## src/rtl/scanout_pkg.sv

```systemverilog
// scanout_pkg: scan states, default geometry and index-width helper shared by the frame scanout block
package scanout_pkg;

    typedef enum logic [2:0] {
        IDLE,
        READ,
        WAIT,
        SHIFT,
        DONE
    } scan_state_e;

    localparam int ADDR_SIZE_BITS_DEF  = 24;
    localparam int WORD_SIZE_BYTES_DEF = 3;
    localparam int DATA_SIZE_WORDS_DEF = 64;
    localparam int PIXEL_BITS          = WORD_SIZE_BYTES_DEF * 8;
    localparam int WORD_BITS           = PIXEL_BITS * DATA_SIZE_WORDS_DEF;

    function automatic int idx_bits(input int n);
        return n > 1 ? $clog2(n) : 1;
    endfunction

endpackage

```

## src/rtl/pixel_serializer.sv

```systemverilog
// pixel_serializer: line register(s), pixel index and valid/ready handshake; SCANOUT_PREFETCH_EN adds a spare line register
module pixel_serializer
    import scanout_pkg::*;
#(
    parameter int WORD_SIZE_BYTES = WORD_SIZE_BYTES_DEF,
    parameter int DATA_SIZE_WORDS = DATA_SIZE_WORDS_DEF
) (
    input  logic                                         clk,
    input  logic                                         rst,
    input  logic                                         load_i,
`ifdef SCANOUT_PREFETCH_EN
    input  logic                                         cap_i,
    input  logic                                         swap_i,
`endif
    input  logic                                         active_i,
    input  logic                                         ready_i,
    input  logic [WORD_SIZE_BYTES*8*DATA_SIZE_WORDS-1:0] data_i,
    output logic [WORD_SIZE_BYTES*8-1:0]                 pixel_o,
    output logic                                         valid_o,
    output logic                                         last_o
);

    localparam int PB = WORD_SIZE_BYTES * 8;
    localparam int PW = idx_bits(DATA_SIZE_WORDS);
    localparam logic [PW-1:0] P_LAST = PW'(DATA_SIZE_WORDS - 1);

    logic [DATA_SIZE_WORDS-1:0][PB-1:0] line_q, line_d;
    logic [PW-1:0] p_q, p_d;
    logic xfer;

    assign xfer    = active_i && ready_i;
    assign last_o  = xfer && p_q == P_LAST;
    assign valid_o = active_i;
    assign pixel_o = line_q[p_q];
    assign p_d     = load_i || last_o ? '0 : xfer ? p_q + 1'b1 : p_q;

`ifdef SCANOUT_PREFETCH_EN
    logic [DATA_SIZE_WORDS-1:0][PB-1:0] nxt_q, nxt_d;

    // next word parks in the spare register; on word change it becomes active, bypassed if it lands that same cycle
    always_comb begin
        nxt_d  = cap_i ? data_i : nxt_q;
        line_d = load_i ? data_i : swap_i ? (cap_i ? data_i : nxt_q) : line_q;
    end

    // spare line register
    always_ff @(posedge clk) begin
        if (rst) begin
            nxt_q <= '0;
        end else begin
            nxt_q <= nxt_d;
        end
    end
`else
    // single line register reloaded only after each word's read returns
    always_comb begin
        line_d = load_i ? data_i : line_q;
    end
`endif

    // active line and pixel index
    always_ff @(posedge clk) begin
        if (rst) begin
            line_q <= '0;
            p_q    <= '0;
        end else begin
            line_q <= line_d;
            p_q    <= p_d;
        end
    end

endmodule

```

## src/rtl/frame_scanout.sv

```systemverilog
// frame_scanout: reads SRAM words and streams their pixels out LSB-first; SCANOUT_PREFETCH_EN overlaps the next read with shifting
module frame_scanout
    import scanout_pkg::*;
#(
    parameter int ADDR_SIZE_BITS  = ADDR_SIZE_BITS_DEF,
    parameter int WORD_SIZE_BYTES = WORD_SIZE_BYTES_DEF,
    parameter int DATA_SIZE_WORDS = DATA_SIZE_WORDS_DEF
) (
    input  logic                                         clk,
    input  logic                                         rst,
    input  logic                                         scan_start,
    input  logic [ADDR_SIZE_BITS-1:0]                    base_address,
    input  logic [15:0]                                  num_words,
    output logic                                         read_enable,
    output logic [ADDR_SIZE_BITS-1:0]                    address,
    input  logic [WORD_SIZE_BYTES*DATA_SIZE_WORDS*8-1:0] read_data,
    output logic [WORD_SIZE_BYTES*8-1:0]                 pixel_out,
    output logic                                         pixel_valid,
    input  logic                                         pixel_ready,
    output logic                                         busy,
    output logic                                         scan_done
);

    scan_state_e state_q, state_d;
    logic [ADDR_SIZE_BITS-1:0] base_q, base_d;
    logic [15:0] num_q, num_d, idx_q, idx_d;
    logic load, last, more;

    assign more      = {1'b0, idx_q} + 17'd1 < {1'b0, num_q};
    assign busy      = state_q != IDLE;
    assign scan_done = state_q == DONE;

`ifdef SCANOUT_PREFETCH_EN
    logic pf_q, pf_d, rd_q, swap;

    assign address = base_q + ADDR_SIZE_BITS'(idx_q) + ADDR_SIZE_BITS'(state_q == SHIFT);
`else
    assign address = base_q + ADDR_SIZE_BITS'(idx_q);
`endif

    // scan sequencing: one read per word, then serialize until the word's last pixel is accepted
    always_comb begin
        state_d     = state_q;
        base_d      = base_q;
        num_d       = num_q;
        idx_d       = idx_q;
        read_enable = 1'b0;
        load        = 1'b0;
`ifdef SCANOUT_PREFETCH_EN
        pf_d        = pf_q;
        swap        = 1'b0;
`endif
        case (state_q)
            IDLE: begin
                if (scan_start) begin
                    base_d  = base_address;
                    num_d   = num_words;
                    idx_d   = '0;
                    state_d = num_words != 16'd0 ? READ : DONE;
                end
            end
            READ: begin
                read_enable = 1'b1;
                state_d     = WAIT;
            end
            WAIT: begin
                load    = 1'b1;
                state_d = SHIFT;
`ifdef SCANOUT_PREFETCH_EN
                pf_d    = 1'b0;
`endif
            end
            SHIFT: begin
`ifdef SCANOUT_PREFETCH_EN
                read_enable = !pf_q && more;
                pf_d        = pf_q || read_enable;
                if (last) begin
                    pf_d    = 1'b0;
                    swap    = more && !read_enable;
                    state_d = !more ? DONE : read_enable ? WAIT : SHIFT;
                    idx_d   = more ? idx_q + 16'd1 : idx_q;
                end
`else
                if (last) begin
                    state_d = more ? READ : DONE;
                    idx_d   = more ? idx_q + 16'd1 : idx_q;
                end
`endif
            end
            DONE: begin
                state_d = IDLE;
            end
            default: begin
                state_d = IDLE;
            end
        endcase
    end

    // FSM state and latched scan context
    always_ff @(posedge clk) begin
        if (rst) begin
            state_q <= IDLE;
            base_q  <= '0;
            num_q   <= '0;
            idx_q   <= '0;
`ifdef SCANOUT_PREFETCH_EN
            pf_q    <= 1'b0;
            rd_q    <= 1'b0;
`endif
        end else begin
            state_q <= state_d;
            base_q  <= base_d;
            num_q   <= num_d;
            idx_q   <= idx_d;
`ifdef SCANOUT_PREFETCH_EN
            pf_q    <= pf_d;
            rd_q    <= read_enable;
`endif
        end
    end

    pixel_serializer #(
        .WORD_SIZE_BYTES(WORD_SIZE_BYTES),
        .DATA_SIZE_WORDS(DATA_SIZE_WORDS)
    ) u_ser (
        .clk     (clk),
        .rst     (rst),
        .load_i  (load),
`ifdef SCANOUT_PREFETCH_EN
        .cap_i   (rd_q && state_q == SHIFT),
        .swap_i  (swap),
`endif
        .active_i(state_q == SHIFT),
        .ready_i (pixel_ready),
        .data_i  (read_data),
        .pixel_o (pixel_out),
        .valid_o (pixel_valid),
        .last_o  (last)
    );

endmodule
```

## config.mk

```make
export PLATFORM = sky130hd
export DESIGN_NAME = frame_scanout
export DESIGN_NICKNAME = d
export VERILOG_FILES = /design/src/rtl/scanout_pkg.sv /design/src/rtl/pixel_serializer.sv /design/src/rtl/frame_scanout.sv
export SDC_FILE = /design/constraint.sdc
export NUM_CORES = 2
export LEC_CHECK = 0
export BUFFER_PORTS_ARGS = -buffer_cell sky130_fd_sc_hd__buf_2
export CAP_MARGIN = 20
export CELL_PAD_IN_SITES_DETAIL_PLACEMENT = 0
export CELL_PAD_IN_SITES_GLOBAL_PLACEMENT = 2
export CORE_AREA = 2 2 627 629
export DETAILED_ROUTE_END_ITERATION = 8
export DIE_AREA = 0 0 629 631
export PLACE_DENSITY = 0.53
export SLEW_MARGIN = 20
export SYNTH_ARGS = -nofsm -noshare
export SYNTH_HDL_FRONTEND = slang
export SYNTH_SLANG_ARGS = --single-unit
```

## constraint.sdc

```tcl
create_clock -name clk -period 3.5 [get_ports clk]
set_input_delay 0.35 -clock clk [delete_from_list [all_inputs] [get_ports clk]]
set_output_delay 0.35 -clock clk [all_outputs]
set_load 0.02 [all_outputs]
```

## Word level (Yosys, flattened, before mapping)

Cells that the tools add are included.

| cells by class | value |
|---|---|
| $add $sub $neg | 4 |
| eq/ne operators | 8 |
| multiplexer cells | 13 |
| magnitude comparators | 2 |
| reductions and logical operators | 11 |

Operator list:

| cell | number |
|---|---|
| $bmux W24 S6 | 1 |
| $mux W16 | 3 |
| $pmux W16 S2 | 1 |
| $add A24 B16 Y24 | 1 |
| $mux W24 | 1 |
| $add A16 B1 Y17 const B | 1 |
| $lt A17 B16 Y1 | 1 |
| $add A16 B1 Y16 const B | 1 |
| $reduce_bool A16 Y1 | 1 |
| $mux W3 | 4 |
| $pmux W3 S4 | 1 |
| $lt A6 B7 Y1 const B | 1 |
| $add A6 B1 Y6 const B | 1 |
| $eq A3 B2 Y1 const B | 2 |
| $eq A6 B6 Y1 const B | 1 |
| $ne A2 B2 Y1 const B | 3 |
| $reduce_and A2 Y1 | 2 |
| $reduce_and A4 Y1 | 1 |
| $eq A3 B1 Y1 const B | 1 |
| $eq A3 B3 Y1 const B | 1 |
| $logic_not A3 Y1 | 1 |
| $reduce_bool A3 Y1 | 1 |
| $logic_and A1 B1 Y1 | 2 |
| $mux W1 | 2 |
| 3 further kinds | 3 |

| storage, ports and cells | value |
|---|---|
| output and inout port bits | 52 |
| word-level logic and storage cells | 107 |
| register bits | 1,601 |
| input bits | 1,580 |

## Depth between registers and ports, before layout

| depth | value |
|---|---|
| depth in word-level cells | 5 |
| mapped depth | 14 |
| depth with buffers taken out | 13 |

## By module

A second synthesis with hierarchy kept.

| second synthesis, totals | value |
|---|---|
| cells, all modules | 6,456 |
| area total of the unflattened synthesis | 69,674.3 sq um |

By module, submodules not included:

| module | sequential area each (sq um) | cells each | area an instance (sq um) | instances |
|---|---|---|---|---|
| pixel_serializer | 30,869.6 | 5,937 | 65,791.8 | 1 |
| frame_scanout | 1,181.1 | 519 | 3,882.5 | 1 |

## Worst setup path before layout

Ideal clock, no wire load.

| path | value |
|---|---|
| path kind | reg-to-reg |
| start point | register idx_q[0] |
| end point | register idx_q[12] |
| required time | 3.440 ns |
| cell stages (with the launch flop) | 14 |
| library setup time | 0.060 ns |
| buffers on the path | 1 |
| data arrival time | 3.305 ns |
| path slack | 0.135 ns |
| cells stage by stage | dfxtp_1 ha_1 and4_1 nand3_1 or2_2 nor2_1 xor2_1 ha_1 nand3_1 or4_1 o21a_1 a311oi_4 buf_6 a22o_1 |

| on the way | value |
|---|---|
| longest elaborated chain between the ends | 4 |

Ends and longest elaborated chain:

| what | RTL line | text |
|---|---|---|
| from (decl) | frame_scanout.sv:26 | `logic [15:0] num_q, num_d, idx_q, idx_d;` |
| from (signal assigned) | frame_scanout.sv:114 | `idx_q <= idx_d;` |
| $add A16 B1 Y17 / $add A16 B1 Y16 (equally long branches) | frame_scanout.sv:29, frame_scanout.sv:86 |  |
| $lt A17 B16 Y1 / $mux W16 (equally long branches) | frame_scanout.sv:29, frame_scanout.sv:86 |  |
| $ne A2 B2 Y1 (no line) / $mux W16 (equally long branches) | -- |  |
| $reduce_and A4 Y1 (no line) / $pmux W16 S2 (equally long branches) | -- |  |

Several ways; a longest one is shown, not always the timed one. The select of a mux whose other input is x is not followed.
A chain may end at the register's enable or synchronous reset.

## Worst setup path in the final report

| path | value |
|---|---|
| start point | register u_ser.p_q[0] |
| end point | output pixel_out[11] |

| on the way | value |
|---|---|
| longest elaborated chain between the ends | 2 |

Ends and longest elaborated chain:

| what | RTL line | text |
|---|---|---|
| from (decl) | pixel_serializer.sv:28 | `logic [PW-1:0] p_q, p_d;` |
| from (signal assigned) | pixel_serializer.sv:68 | `p_q <= p_d;` |
| $bmux W24 S6 | pixel_serializer.sv:34 | `assign pixel_o = line_q[p_q];` |
| $mux W24 (implied by the code) | pixel_serializer.sv:34 |  |
| to (decl) | frame_scanout.sv:17 | `output logic [WORD_SIZE_BYTES*8-1:0] pixel_out,` |

No other way between the ends. The select of a mux whose other input is x is not followed.

==> out/qor.csv <==
metric,value,unit
crit_path_end_kind,output pin,
ios,1632,
yosysUniqueCellTypes,52,
critPathRequiredTime,3.15,ns
io_buffers,1631,
yosys.area_share.simple,18.6,%
mostFrequentLayoutCells,"nand2_1 (3186), dlygate4sd3_1 (1609), a21oi_1 (1598)",
synth_adder_area_share,0.638,%
grt_setup_unrepaired,true,
synth_fp_nets,9479,
drt_first_pass_iters,5,
sw_frac_of_total,28.7,%
h-tree-depth,4,
routed_wl,476000,µm
clock_latency,0.92,ns
grtUsageTotal,23.0,%
dp_cells,14292,
dpl.hpwl,382000,µm
worstSetupPathType,reg -> out,
ctsLongestPathBuffers,4,
peakVddDrop,0.419,mV
p_leak,40.4,nW
cp_data_arrival_time,3.81,ns
cts.sinks,1601,
ys.flop_type,dfxtp_1,
finalClockSkew,0.0647,ns
r2r_slack,0.19,ns
reg2reg_depth,13,
violations,negative setup slack,
critPathMaxFanout,12,
cp-startpoint,u_ser.p_q[0],
die-width,629,µm
slew_violations,0,
start_util,17.4,%
synthMuxAreaShare,15.9,%
synth_warnings,0,
synth_area,67900,µm²
place_congestion,0.905,
numCtsBuffers,203,
fin_ws,-0.662,ns
postRouteAntennaNets,0,
area_growth,59.1,%
clkPwrFrac,44.4,%
power.density,462,nW/µm²
fillers,42376,
die_height,631,µm
finalSetupViolations,31,
via_per_inst,4.42,
slew_headroom,22.4,%
drtIter0Drc,5439,
cts_tree,done,
fin_crit,4.16,ns
combPwrFrac,15.2,%
num_vias,72501,
gr-total-overflow,0,
die_area,397000,µm²
first_global_vias,73882,
fp.coreArea,391000,µm²
antenna_found_initial,135,
fmax,240,MHz
wire_per_inst,29.0,µm
p_sw,14.3,mW
setup.worst_path.end,pixel_out[11],
synth_top_family_by_area,simple AND/OR/NAND/NOR gates,
start_kind,flop,
clock-root-buffer,clkbuf_16,
min_period_over_period,119,%
grt_pass1_wl,631000,µm
status,finished with violations,
grt_start_max_net_pins,208,
stdcell_count,16413,
min_path_type,in -> reg,
hold_violations,0,
async_flop_share,0,%
layout.nets,12593,
worst_pin_slew,1.16,ns
synth.avg_cell_area,8.63,µm²
min-delay-start,read_data[462],
r2r-end,idx_q[0],
ys_ff_latch,1601,
synth-xor-area-share,0.400,%
netlist_instances,7865,
maxCapViolCount,0,
seq_power_share,40.4,%
drc,0,
r2r_start,idx_q[2],
path_clk_slew,0.06,ns
rows,230,
synth-edff-count,0,
fin_setup_tns,-14.45,ns
final_common_cell,nand2_1,
seq_area_frac_synth,47.2,%
p_int,35.6,mW
synth-compound-area-share,13.2,%
drive_gt1_share,25.9,%
## logic make-up after synthesis
| kind of cell | after synthesis |
|---|---|
| buffers and inverters | 677 |
| multiplexers | 481 |
| flip-flops | 1601 |
| AND/OR/NAND/NOR | 3313 |
| XOR/XNOR | 31 |
| AO/OA/AOI/OAI | 1728 |
| adder cells (fa/ha/maj) | 34 |
## metrics by stage
step | worst slack, ns | utilization [%] | hold slack (ns) | cell area [µm²] | power (mW)
2_1_floorplan | 0.135 | - | 0.433 | 67900 | 22.8
3_3_place_gp | -0.253 | 21.1 | 0.440 | 82500 | 26.5
3_5_place_dp | -0.246 | 21.1 | 0.443 | 82500 | 26.5
4_1_cts | -0.758 | 27.5 | 0.00877 | 108000 | 50.5
5_1_grt | -0.724 | 27.6 | 0.0287 | 108000 | 51.7
6_report | -0.662 | 27.6 | 0.0959 | 108000 | 49.9
## flip-flops by register name (all words and copies together), names as in the netlist
register and count:
base_q 24, idx_q 16, num_q 16, state_q 3, u_ser.line_q 1536, u_ser.p_q 6
## how the worst min path moves through the flow
stage | cells after the start | to | slack, ns
after detailed placement | 2 | u_ser.line_q[357] | 0.44
after CTS | 3 | u_ser.line_q[1150] | 0.009
after global routing | 3 | u_ser.line_q[1150] | 0.03
after floorplan | 2 | u_ser.line_q[1008] | 0.43
after global placement | 2 | u_ser.line_q[184] | 0.44
final | 3 | u_ser.line_q[462] | 0.1
## final cells by class
type	instances	area [µm²]	area share, %
clock inverter	77	1030	0.958
multi-input combinational	5587	33900	31.4
sequential	1601	32100	29.7
timing repair buffer	3561	28400	26.3
tap	5220	6530	6.05
antenna	51	128	0.118
clock buffer	291	5940	5.50
inverter	25	93.8	0.0869
## per-layer routing
metal	global-route usage [%]	vias to the layer above	wire length, µm
li1	-	32966	-
met1	27.2	36267	188000
met2	41.0	2541	238000
met3	2.91	709	21700
met4	11.5	18	27800
met5	0	-	112
## critical path, stage by stage (launching register included)
cell and delay (ns):
dfxtp_4 0.37, buf_8 0.14, buf_16 0.20, buf_12 0.19
mux4_2 0.64, mux4_2 0.56, a22oi_2 0.22, buf_6 0.19
nand2_2 0.08, buf_4 0.16, buf_2 0.16
## Yosys cell counts (19+ instances only)
library cell	instances	area (µm²)
ha_1	33	413
buf_2	39	195
inv_1	25	93.8
a22oi_1	49	368
nand2_1	3211	12100
clkbuf_1	568	2130
nor2_1	23	86.3
dfxtp_1	1601	32100
buf_4	21	158
mux4_2	480	10800
buf_1	19	71.3
a21oi_1	1604	8030
## repair_timing
item,CTS,global route
endpoints found under the setup margin,47,55
resized for setup,215,82
gates cloned,15,1
pin swaps,40,35
hold buffers,1609,0
hold endpoints to repair,1580,0
setup buffers,64,23
## power by group through the flow
stage	Combinational [mW]	Sequential, mW	Clock, mW
3_3_place_gp	5.89	20.6	0
6_report	7.57	20.2	22.2
2_1_floorplan	2.82	19.9	0
3_5_place_dp	5.93	20.5	0
5_1_grt	8.09	20.2	23.4
4_1_cts	7.66	20.1	22.7
Note: power is estimated with default switching activity, not from simulation.
